## src/rtl/vga_pixel_gen.sv

```systemverilog
// Two-stage RGB222 test-pattern generator fed by the raster scan, with delay-matched syncs.
// Optional build macro PIXEL_GEN_BORDER_EN adds a 1-pixel white border around the visible area.
module vga_pixel_gen #(
    parameter int X_BITS     = 11,
    parameter int Y_BITS     = 10,
    parameter int FRAME_BITS = 8,
    parameter int X_ACT      = 640,
    parameter int Y_ACT      = 480
) (
    input  logic                  clk,
    input  logic                  reset,
    input  logic [X_BITS-1:0]     x,
    input  logic [Y_BITS-1:0]     y,
    input  logic                  active_in,
    input  logic                  hsync_in,
    input  logic                  vsync_in,
    input  logic [1:0]            mode,
    output logic [5:0]            rgb,
    output logic                  active_out,
    output logic                  hsync_out,
    output logic                  vsync_out,
    output logic [FRAME_BITS-1:0] frame
);

    typedef enum logic [1:0] {
        MODE_BARS    = 2'd0,
        MODE_CHECKER = 2'd1,
        MODE_SCROLL  = 2'd2,
        MODE_XOR     = 2'd3
    } mode_e;

    // Frame-level state
    mode_e                 mode_q, mode_d;
    logic [FRAME_BITS-1:0] frame_q, frame_d;
    logic                  vsync_prev_q, vsync_prev_d;

    // Stage 1
    logic [5:0] pat_s1_q, pat_s1_d;
    logic       active_s1_q, hsync_s1_q, vsync_s1_q;

    // Stage 2
    logic [5:0] rgb_q, rgb_d;
    logic       active_s2_q, hsync_s2_q, vsync_s2_q;

    logic       vsync_rise;
    logic [5:0] pat_mode;

    assign vsync_rise = vsync_in & ~vsync_prev_q;

    // Frame counter and mode latch advance together on each vsync rising edge.
    always_comb begin
        // NOTE: every always_comb output gets a default first, so no path leaves it unassigned and no latch is inferred.
        vsync_prev_d = vsync_in;
        frame_d      = frame_q;
        mode_d       = mode_q;
        if (vsync_rise) begin
            frame_d = frame_q + 1'b1;
            mode_d  = mode_e'(mode);
        end
    end

    // Pattern uses the mode and frame held this cycle, not the ones being latched.
    always_comb begin
        pat_mode = 6'h00;
        case (mode_q)
            MODE_BARS:    pat_mode = {x[8:6], y[8:6]};
            MODE_CHECKER: pat_mode = (x[5] ^ y[5]) ? 6'h3F : 6'h00;
            MODE_SCROLL:  pat_mode = 6'(x[7:2] + frame_q);
            MODE_XOR:     pat_mode = x[7:2] ^ y[7:2];
            default:      pat_mode = 6'h00;
        endcase
    end

`ifdef PIXEL_GEN_BORDER_EN
    logic on_border;

    assign on_border = (x == X_BITS'(0)) || (x == X_BITS'(X_ACT - 1)) ||
                       (y == Y_BITS'(0)) || (y == Y_BITS'(Y_ACT - 1));

    always_comb begin
        pat_s1_d = pat_mode;
        if (active_in && on_border) begin
            pat_s1_d = 6'h3F;
        end
    end
`else
    logic unused_border_inputs;

    assign unused_border_inputs = ^{x[X_BITS-1:9], y[Y_BITS-1:9], X_ACT[0], Y_ACT[0]};

    always_comb begin
        pat_s1_d = pat_mode;
    end
`endif

    always_comb begin
        rgb_d = active_s1_q ? pat_s1_q : 6'h00;
    end

    // NOTE: sequential state uses non-blocking assignments so every flop samples pre-edge values.
    always_ff @(posedge clk) begin
        if (reset) begin
            mode_q       <= MODE_BARS;
            frame_q      <= '0;
            vsync_prev_q <= 1'b0;
            pat_s1_q     <= 6'h00;
            active_s1_q  <= 1'b0;
            hsync_s1_q   <= 1'b0;
            vsync_s1_q   <= 1'b0;
            rgb_q        <= 6'h00;
            active_s2_q  <= 1'b0;
            hsync_s2_q   <= 1'b0;
            vsync_s2_q   <= 1'b0;
        end else begin
            mode_q       <= mode_d;
            frame_q      <= frame_d;
            vsync_prev_q <= vsync_prev_d;
            pat_s1_q     <= pat_s1_d;
            active_s1_q  <= active_in;
            hsync_s1_q   <= hsync_in;
            vsync_s1_q   <= vsync_in;
            rgb_q        <= rgb_d;
            active_s2_q  <= active_s1_q;
            hsync_s2_q   <= hsync_s1_q;
            vsync_s2_q   <= vsync_s1_q;
        end
    end

    assign rgb        = rgb_q;
    assign active_out = active_s2_q;
    assign hsync_out  = hsync_s2_q;
    assign vsync_out  = vsync_s2_q;
    assign frame      = frame_q;

endmodule

```

## config.mk

```make
export PLATFORM = sky130hd
export DESIGN_NAME = vga_pixel_gen
export DESIGN_NICKNAME = d
export VERILOG_FILES = /design/src/rtl/vga_pixel_gen.sv
export SDC_FILE = /design/constraint.sdc
export NUM_CORES = 1
export LEC_CHECK = 0
export CORE_ASPECT_RATIO = 1.75
export CORE_MARGIN = 2
export CORE_UTILIZATION = 43
export CTS_BUF_LIST = sky130_fd_sc_hd__clkbuf_4
export DETAILED_ROUTE_END_ITERATION = 12
export PLACE_DENSITY = 0.77
export SLEW_MARGIN = 20
export SYNTH_ARGS = -nofsm -noshare
export SYNTH_HDL_FRONTEND = slang
export SYNTH_SLANG_ARGS = --single-unit
```

## constraint.sdc

```tcl
create_clock -name clk -period 2.25 [get_ports clk]
set_input_delay 0.45 -clock clk [delete_from_list [all_inputs] [get_ports clk]]
set_output_delay 0.45 -clock clk [all_outputs]
set_load 0.03 [all_outputs]
```

==> results.py, run 1 <==
metrics = {
    "yosys": {
        "yosys_warnings": 0,
        "synthArstFlopShare_pct": 0,
        "ys_ff_latch": 28,
        "synth_edf_count": 0,
        "ys_seq_area_share_pct": 41.8,
        "yosysTopAreaCell": "dfxtp_1",
        "synthCells": 144,
        "synthTopCellsByArea": "dfxtp_1, nor2_1, ha_1",
        "synth.cell_area_um2": 1340,
        "yosysTopAreaCellShare_pct": 41.8,
        "syn-num-nets": 179,
        "ys_types": 34,
        "syn_avg_cell_area_um2": 9.31,
        "ys.flop_type": "dfxtp_1",
    },
    "cts": {
        "clock-sinks": 28,
        "cts_root_buf": "clkbuf_4",
        "post_cts_buffers": 0,
        "cts_tree": "built",
        "clkTransAtPathRegs_ps": 140,
        "cts.repair.resized": 0,
        "clk_latency_ps": 320,
        "cts_buffer_depth": 2,
        "postCtsHoldBufs": 0,
        "numCtsBuffers": 3,
        "h-tree-depth": 1,
    },
    "route": {
        "vias_per_cell": 5.00,
        "drt-initial-drc-count": 26,
        "first_pass_iters": 4,
        "drc": 0,
        "vias": 1136,
        "totalWireLength_um": 2790,
        "ant_nets": 0,
        "wl_per_cell_um": 12.3,
    },
    "placed_design": {
        "dp_slack_ps": -99.1,
        "dp_hpwl_um": 2290,
        "dp.cells": 223,
        "place_area_um2": 1750,
        "port_buffers": 37,
        "gp_congestion": 0.818,
    },
    "finish": {
        "final_area_um2": 1780,
        "n_fill_cell": 268,
        "n_antenna_cell": 0,
        "utilization_pct": 60.0,
        "synthToLayoutAreaGrowth_pct": 32.6,
        "drive_gt1_share_pct": 7.57,
        "final_nets": 221,
        "fin_cells": 227,
    },
    "global_route": {
        "grt_use_total_pct": 17.1,
        "grt-ovfl-total": 0,
        "antenna_found_initial": 0,
        "grt_max_degree": 17,
        "grt_pass1_vias": 1128,
        "grt_first_pass_wirelength_um": 4620,
    },
    "timing": {
        "slew_headroom_pct": 73.7,
        "period_minus_slack_ps": 2030,
        "fin_ws_ps": 221,
        "setup_tns_ps": 0,
        "rsz0062_at_grt": "false",
        "worst_slew_pin_slew_ps": 394,
        "final-setup-viol-count": 0,
        "fmax_ghz": 0.493,
        "skew_ps": 2.18,
        "hold_slack_ps": 448,
        "final_max_slew_viol_count": 0,
        "hold_viol": 0,
        "period_share_pct": 90.2,
    },
    "status": {
        "status": "finished, final reports clean",
    },
    "job": {
        "cap_violations": 0,
    },
    "setup_path": {
        "cp.arrival_ps": 2250,
        "setup.worst_path.start_class": "input port",
        "crit_required_ps": 2470,
        "path_max_fanout": 3,
        "endpoint_kind": "flip-flop",
        "critPathKind": "in2reg",
    },
    "die": {
        "die_w_um": 46.2,
        "fp-row-count": 26,
        "start_util_pct": 45.3,
        "fp.dieArea_um2": 3600,
        "die_h_um": 77.9,
        "coreArea_um2": 2960,
        "io-pin-count": 45,
    },
    "pwr": {
        "leakagePower_nw": 0.706,
        "power_mw": 0.920,
        "ir_worst_vdd_uv": 391,
        "power_density_nw_per_um2": 518,
    },
    "worst_hold_path": {
        "hp-class": "reg2reg",
    },
}
==> critical path, stage by stage <==
cell and delay, ps:
clkdlybuf4s50_1 480, ha_1 200, inv_1 70, fa_1 410, nor2b_1 110, o21ai_0 100, nand2b_1 100, xnor2_1 70
o41ai_1 260
==> cell usage after synthesis (3+ instances only) <==
library cell,instances
dfxtp_1,28
nor2_1,22
a21oi_1,10
xnor2_1,8
and2_1,7
nor2b_1,7
ha_1,6
xor2_1,6
inv_1,5
nor3_1,5
o21ai_0,5
a211oi_1,4
mux2i_1,3
nand2_1,3
==> state kept, by name, summed over array words and instances (netlist names) <==
name	flops
active_out	1
active_s1_q	1
frame	8
hsync_out	1
hsync_s1_q	1
mode_q	2
pat_s1_q	6
rgb	6
vsync_out	1
vsync_s1_q	1
==> cell usage in the layout, fill, tap and decap left out, types with 4 or more instances in the layout <==
| cell | n |
|---|---|
| clkdlybuf4s50_1 | 37 |
| a21oi_1 | 10 |
| nor2_1 | 22 |
| dfxtp_1 | 28 |
| inv_1 | 5 |
| and2_1 | 7 |
| ha_1 | 6 |
| xnor2_1 | 8 |
| a211oi_1 | 4 |
| o21ai_0 | 5 |
| buf_4 | 7 |
| nor2b_1 | 7 |
| nor3_1 | 5 |
| xor2_1 | 6 |
==> worst paths after layout <==
kind | depth (start not counted) | endpoint | slack (ps) | startpoint
max | 9 | pat_s1_q[4] | 220 | x[2]
min | 1 | rgb[3] | 450 | pat_s1_q[3]
max reg2reg | 8 | pat_s1_q[4] | 300 | frame[0]
min reg2reg | 1 | rgb[3] | 450 | pat_s1_q[3]
==> layer usage <==
layer / share of wire [%] / up-vias / routed length, um / GRT usage (%)
li1: - / 575 / - / -
met1: 37 / 529 / 1030 / 16.9
met2: 58 / 26 / 1630 / 31.8
met3: 2.4 / 6 / 67 / 2.56
met4: 2.1 / 0 / 59 / 7.71
met5: 0 / - / 0 / 0
==> cells by family after synthesis <==
family | synth area share, %
AND/OR/NAND/NOR | 23.7
flip-flops | 41.8
AO/OA/AOI/OAI | 9.71
XOR/XNOR | 9.15
buffers and inverters | 6.26
adder cells (fa/ha/maj) | 7.10
multiplexers | 2.24
==> where the power goes <==
part	leakage, nW	internal [mW]	total, mW	switching (mW)
clock	0.0154	0.0650	0.201	0.136
combinational	0.461	0.0985	0.187	0.0881
sequential	0.229	0.519	0.533	0.0144
==> area by class of cell <==
| class | instances | area (um2) | area share (%) |
|---|---|---|---|
| Clock buffer | 3 | 22.5 | 1.27 |
| Clock inverter | 1 | 3.75 | 0.211 |
| Inverter | 5 | 18.8 | 1.06 |
| Multi-Input combinational cell | 104 | 696 | 39.2 |
| Sequential cell | 28 | 561 | 31.5 |
| Tap cell | 42 | 52.6 | 2.96 |
| Timing Repair Buffer | 44 | 423 | 23.8 |
No activity file was read; power rests on OpenSTA's default activity.
==> run 2, diff against run 1 <==
--- a/config.mk
+++ b/config.mk
@@ -5,11 +5,13 @@
 export SDC_FILE = /design/constraint.sdc
 export NUM_CORES = 1
 export LEC_CHECK = 0
+export ABC_AREA = 1
 export CORE_ASPECT_RATIO = 1.75
 export CORE_MARGIN = 2
 export CORE_UTILIZATION = 43
 export CTS_BUF_LIST = sky130_fd_sc_hd__clkbuf_4
 export DETAILED_ROUTE_END_ITERATION = 12
+export MAX_ROUTING_LAYER = met4
 export PLACE_DENSITY = 0.77
 export SLEW_MARGIN = 20
 export SYNTH_ARGS = -nofsm -noshare
==> results.py, run 2 <==
metrics = {
    "pwr": {
        "power_density_nw_per_um2": 512,
        "clkPwrFrac_pct": 22.6,
        "leakagePower_nw": 0.762,
        "p_int_mw": 0.669,
        "p_switching_mw": 0.255,
        "sequentialPowerShare_pct": 57.9,
        "p_sw_share_pct": 27.6,
        "ir_worst_vdd_uv": 365,
        "power_frac_comb_pct": 19.6,
    },
    "cts": {
        "h-tree-depth": 1,
        "post_cts_buffers": 0,
        "cts.repair.resized": 0,
        "clock-sinks": 28,
        "postCtsHoldBufs": 0,
        "cts_root_buf": "clkbuf_4",
        "cts_tree": "built",
        "numCtsBuffers": 3,
        "clk_latency_ps": 330,
        "cts_buffer_depth": 2,
        "clkTransAtPathRegs_ps": 140,
    },
    "yosys": {
        "yosysTopAreaCell": "dfxtp_1",
        "ys_ff_latch": 28,
        "synth.cell_area_um2": 1360,
        "synthCells": 183,
        "yosysMostFrequentCell": "inv_1",
        "yosys_warnings": 0,
        "synth_edf_count": 0,
        "syn-num-nets": 218,
        "synthTopCellsByCount": "inv_1, dfxtp_1, nand2_1, nor2_1, a21oi_1",
        "yosysTopAreaCellShare_pct": 41.3,
        "ys_types": 24,
        "syn_avg_cell_area_um2": 7.43,
        "synthTopCellsByArea": "dfxtp_1, inv_1, nand2_1",
        "ys.flop_type": "dfxtp_1",
        "synthArstFlopShare_pct": 0,
        "ys_seq_area_share_pct": 41.3,
    },
    "die": {
        "io-pin-count": 45,
        "die_h_um": 78.4,
        "coreArea_um2": 3070,
        "die_w_um": 46.5,
        "fp-row-count": 27,
        "start_util_pct": 44.2,
        "fp.dieArea_um2": 3640,
    },
    "route": {
        "wl_per_cell_um": 10.9,
        "route.met3.wl_um": 111,
        "met2_length_um": 1670,
        "totalWireLength_um": 2900,
        "drc": 0,
        "vias_per_cell": 4.77,
        "first_pass_iters": 4,
        "vias": 1269,
        "ant_nets": 0,
        "wl_met1_um": 1040,
        "drt-initial-drc-count": 14,
        "maxUsedRoutingLayer": "met4",
    },
    "timing": {
        "period_share_pct": 90.1,
        "slew_headroom_pct": 74.4,
        "setup_tns_ps": 0,
        "fmax_ghz": 0.493,
        "rsz0062_at_grt": "false",
        "period_minus_slack_ps": 2030,
        "final_max_slew_viol_count": 0,
        "skew_ps": 3.81,
        "hold_slack_ps": 416,
        "worst_slew_pin_slew_ps": 383,
        "hold_viol": 0,
        "final-setup-viol-count": 0,
    },
    "setup_path": {
        "endpoint_kind": "output port",
        "cp_num_cells": 1,
        "rr_worst_depth": 9,
        "cp_slowest_cell": "clkdlybuf4s50_1",
        "crit_required_ps": 1800,
        "path_max_fanout": 7,
        "setup.worst_path.start_class": "flip-flop",
        "critical_path.cell_chain": "clkdlybuf4s50_1",
        "cp.arrival_ps": 1580,
        "critPathKind": "reg2out",
        "cp.buffers_inverters": 1,
        "critPathTopFamily": "buffers and inverters",
        "cp_slowest_stage_delay_ps": 730,
    },
    "global_route": {
        "antenna_found_initial": 0,
        "grt-ovfl-total": 0,
        "grt_first_pass_wirelength_um": 4990,
        "grt_pass1_vias": 1217,
        "grt_max_degree": 16,
        "grt_use_total_pct": 19.2,
    },
    "finish": {
        "final_common_cell": "clkdlybuf4s50_1",
        "drive_gt1_share_pct": 10.8,
        "n_antenna_cell": 0,
        "synthToLayoutAreaGrowth_pct": 33.0,
        "regArea_um2": 561,
        "multiInputGateArea_um2": 664,
        "mostFrequentLayoutCells": "clkdlybuf4s50_1, inv_1, dfxtp_1",
        "largest_register_ffs": 8,
        "final_nets": 259,
        "n_fill_cell": 283,
    },
    "placed_design": {
        "port_buffers": 37,
        "gp_congestion": 0.777,
        "dp_hpwl_um": 2370,
    },
    "worst_hold_path": {
        "hp-class": "reg2reg",
        "hold_depth": 2,
    },
    "job": {
        "cap_violations": 0,
    },
    "status": {
        "status": "finished, final reports clean",
    },
}
[run 2: cell count changes in the layout (fill, tap and decap cells not counted), sizes merged, moves of 8 or more]
cell,before,now
inv,5,33
o21ai,5,13
nor2b,8,0
nand2,3,30
a21oi,10,23
nand3,1,11
[run 2: power groups by stage]
stage | registers, mW | clock network [mW] | logic [mW]
after CTS | 0.535 | 0.214 | 0.183
after detailed placement | 0.546 | 0 | 0.182
after floorplan | 0.559 | 0 | 0.0897
final | 0.535 | 0.209 | 0.181
after global placement | 0.546 | 0 | 0.178
after global routing | 0.538 | 0.242 | 0.204
[run 2: stage by stage]
step | power [mW] | setup slack (ps) | util (%) | instances | area, um2
after CTS | 0.932 | 215 | 58.8 | 266 | 1810
after global routing | 0.984 | 154 | 58.8 | 266 | 1810
final | 0.924 | 222 | 58.8 | 266 | 1810
after detailed placement | 0.728 | 103 | 57.9 | 262 | 1780
after floorplan | 0.649 | 523 | - | 183 | 1360
after global placement | 0.724 | 121 | 57.9 | 262 | 1780
[run 2: cell families (layout without fill, tap and decap cells)]
kind of cell | Yosys count | after routing | synth area share [%]
and+or+nand+nor | 75 | 75 | 26.2
AOI/OAI and AO/OA | 37 | 37 | 15.1
buffers and inverters | 35 | 75 | 9.85
DFF | 28 | 28 | 41.3
adders and majority gates | 7 | 7 | 7.00
xor gates and xnor gates | 1 | 1 | 0.645
[run 2: worst paths after layout]
check / startpoint / end / slack, ps
worst max-delay path: frame[5] / frame[5] / 220
worst min-delay path: hsync_s1_q / hsync_out / 420
worst max register to register: frame[0] / pat_s1_q[4] / 620
worst min register to register: hsync_s1_q / hsync_out / 420
[run 2: final cells by class]
cell class / instances / area share [%]
Sequential cell: 28 / 31.0
Timing Repair Buffer: 38 / 20.9
Clock buffer: 3 / 1.25
Tap cell: 43 / 2.98
Inverter: 33 / 6.86
Multi-Input combinational cell: 120 / 36.8
Clock inverter: 1 / 0.208
[run 2: layer usage]
metal,up-vias,GRT usage [%]
met5,-,-
met3,7,2.76
li1,663,-
met2,30,34.9
met1,569,18.6
met4,0,8.29
==> run 3, diff against run 2 <==
--- a/config.mk
+++ b/config.mk
@@ -8,12 +8,13 @@
 export ABC_AREA = 1
 export CORE_ASPECT_RATIO = 1.75
 export CORE_MARGIN = 2
-export CORE_UTILIZATION = 43
+export CORE_UTILIZATION = 31
 export CTS_BUF_LIST = sky130_fd_sc_hd__clkbuf_4
 export DETAILED_ROUTE_END_ITERATION = 12
 export MAX_ROUTING_LAYER = met4
-export PLACE_DENSITY = 0.77
+export PLACE_DENSITY = 0.59
 export SLEW_MARGIN = 20
 export SYNTH_ARGS = -nofsm -noshare
 export SYNTH_HDL_FRONTEND = slang
 export SYNTH_SLANG_ARGS = --single-unit
+export TNS_END_PERCENT = 50
==> results.py, run 3 (synthesized netlist as in run 2, its figures left out) <==
metrics = {
    "die": {
        "fp-row-count": 31,
        "die_h_um": 91.6,
        "io-pin-count": 45,
        "start_util_pct": 32.4,
        "die_w_um": 54.0,
        "coreArea_um2": 4190,
        "fp.dieArea_um2": 4950,
    },
    "setup_path": {
        "critical_path.cell_chain": "clkdlybuf4s50_1",
        "critPathKind": "reg2out",
        "r2r_setup_slack_ps": 590,
        "cp_slowest_stage_delay_ps": 720,
        "cp.buffers_inverters": 1,
        "regToRegEndpoint": "pat_s1_q[4]",
        "cp.arrival_ps": 1550,
        "critPathTopFamily": "buffers and inverters",
        "setup.worst_path.start_class": "flip-flop",
        "endpoint_kind": "output port",
        "path_max_fanout": 7,
        "cp-endpoint": "frame[5]",
        "cp_num_cells": 1,
        "timing.rr.start": "frame[0]",
        "crit_start": "frame[5]",
        "cp_slowest_cell": "clkdlybuf4s50_1",
        "rr_worst_depth": 9,
        "crit_required_ps": 1800,
    },
    "timing": {
        "setup_tns_ps": 0,
        "slew_headroom_pct": 72.2,
        "period_share_pct": 89.1,
        "hold_viol": 0,
        "skew_ps": 8.92,
        "final-setup-viol-count": 0,
        "fmax_ghz": 0.499,
        "rsz0062_at_grt": "false",
        "period_minus_slack_ps": 2000,
        "worst_slew_pin_slew_ps": 416,
        "final_max_slew_viol_count": 0,
    },
    "cts": {
        "numCtsBuffers": 3,
        "clk_latency_ps": 330,
        "cts.repair.resized": 0,
        "clkTransAtPathRegs_ps": 160,
        "clock-sinks": 28,
        "cts_root_buf": "clkbuf_4",
        "postCtsHoldBufs": 0,
        "cts_tree": "built",
        "h-tree-depth": 1,
        "cts_buffer_depth": 2,
        "post_cts_buffers": 0,
    },
    "global_route": {
        "antenna_found_initial": 0,
        "grt_first_pass_wirelength_um": 4980,
        "grt_max_degree": 17,
        "grt_pass1_vias": 1170,
        "grt-ovfl-total": 0,
        "grt_use_total_pct": 13.9,
    },
    "placed_design": {
        "gp_congestion": 0.833,
        "place_area_um2": 1790,
        "port_buffers": 37,
        "dp_hpwl_um": 2470,
    },
    "route": {
        "first_pass_iters": 7,
        "vias": 1252,
        "drt-initial-drc-count": 36,
        "vias_per_cell": 4.60,
        "wl_per_cell_um": 11.6,
        "drc": 0,
        "totalWireLength_um": 3170,
        "ant_nets": 0,
    },
    "finish": {
        "final_common_cell": "clkdlybuf4s50_1",
        "n_antenna_cell": 0,
        "drive_gt1_share_pct": 11.2,
        "synthToLayoutAreaGrowth_pct": 35.5,
        "final_area_um2": 1840,
        "n_fill_cell": 435,
        "mostFrequentLayoutCells": "clkdlybuf4s50_1, inv_1, dfxtp_1",
        "multiInputGateArea_um2": 664,
        "regArea_um2": 561,
        "largest_register_ffs": 8,
        "final_nets": 259,
    },
    "pwr": {
        "leakagePower_nw": 0.775,
        "power_density_nw_per_um2": 573,
        "ir_worst_vdd_uv": 299,
    },
    "status": {
        "status": "finished, final reports clean",
    },
    "worst_hold_path": {
        "hp-class": "reg2reg",
    },
    "job": {
        "cap_violations": 0,
    },
}
run 3: metal layers:
metal	vias up	global-route usage [%]	share of wire [%]	routed length, um
li1	662	-	-	-
met1	555	13.7	37	1170
met2	31	25.7	56	1770
met3	4	2.14	5.0	159
met4	0	4.79	2.0	63
met5	-	-	0	0
run 3: area by class of cell:
class                   count  area share (%)
multi-input cells         120            36.1
flip-flops and latches     28            30.5
repair buffers             38            20.5
inverters                  33            6.73
well taps                  49            3.33
clock inverters             1            1.63
clock buffers               3            1.22
run 3: how the worst min path moves through the flow:
stage	startpoint	endpoint	slack (ps)	depth (start not counted)
detailed placement	pat_s1_q[0]	rgb[0]	400	2
global route	pat_s1_q[0]	rgb[0]	430	2
global placement	hsync_s1_q	hsync_out	390	2
CTS	pat_s1_q[0]	rgb[0]	420	2
floorplan	hsync_s1_q	hsync_out	390	2
finish	pat_s1_q[0]	rgb[0]	420	2
run 3: where the power goes:
| part | leakage [nW] | switching [mW] | internal [mW] |
|---|---|---|---|
| clock | 0.0279 | 0.156 | 0.180 |
| sequential | 0.230 | 0.0140 | 0.521 |
| combinational | 0.517 | 0.101 | 0.0823 |
| total | 0.775 | 0.271 | 0.784 |
run 3: tightest hold or removal path, cell delays in order (launching register included):
cell and delay [ps]:
dfxtp_1 330, inv_1 40, nor2_1 30
run 3: metrics by stage:
| stage | hold WS (ps) | instances | total power [mW] | utilization (%) | worst slack, ps |
|---|---|---|---|---|---|
| detailed placement | 398 | 268 | 0.731 | 42.7 | 103 |
| finish | 418 | 272 | 1.05 | 43.9 | 245 |
| global placement | 393 | 268 | 0.728 | 42.7 | 114 |
| global route | 434 | 272 | 1.11 | 43.9 | 176 |
| CTS | 419 | 272 | 1.07 | 43.9 | 226 |
| floorplan | 388 | 183 | 0.649 | - | 523 |
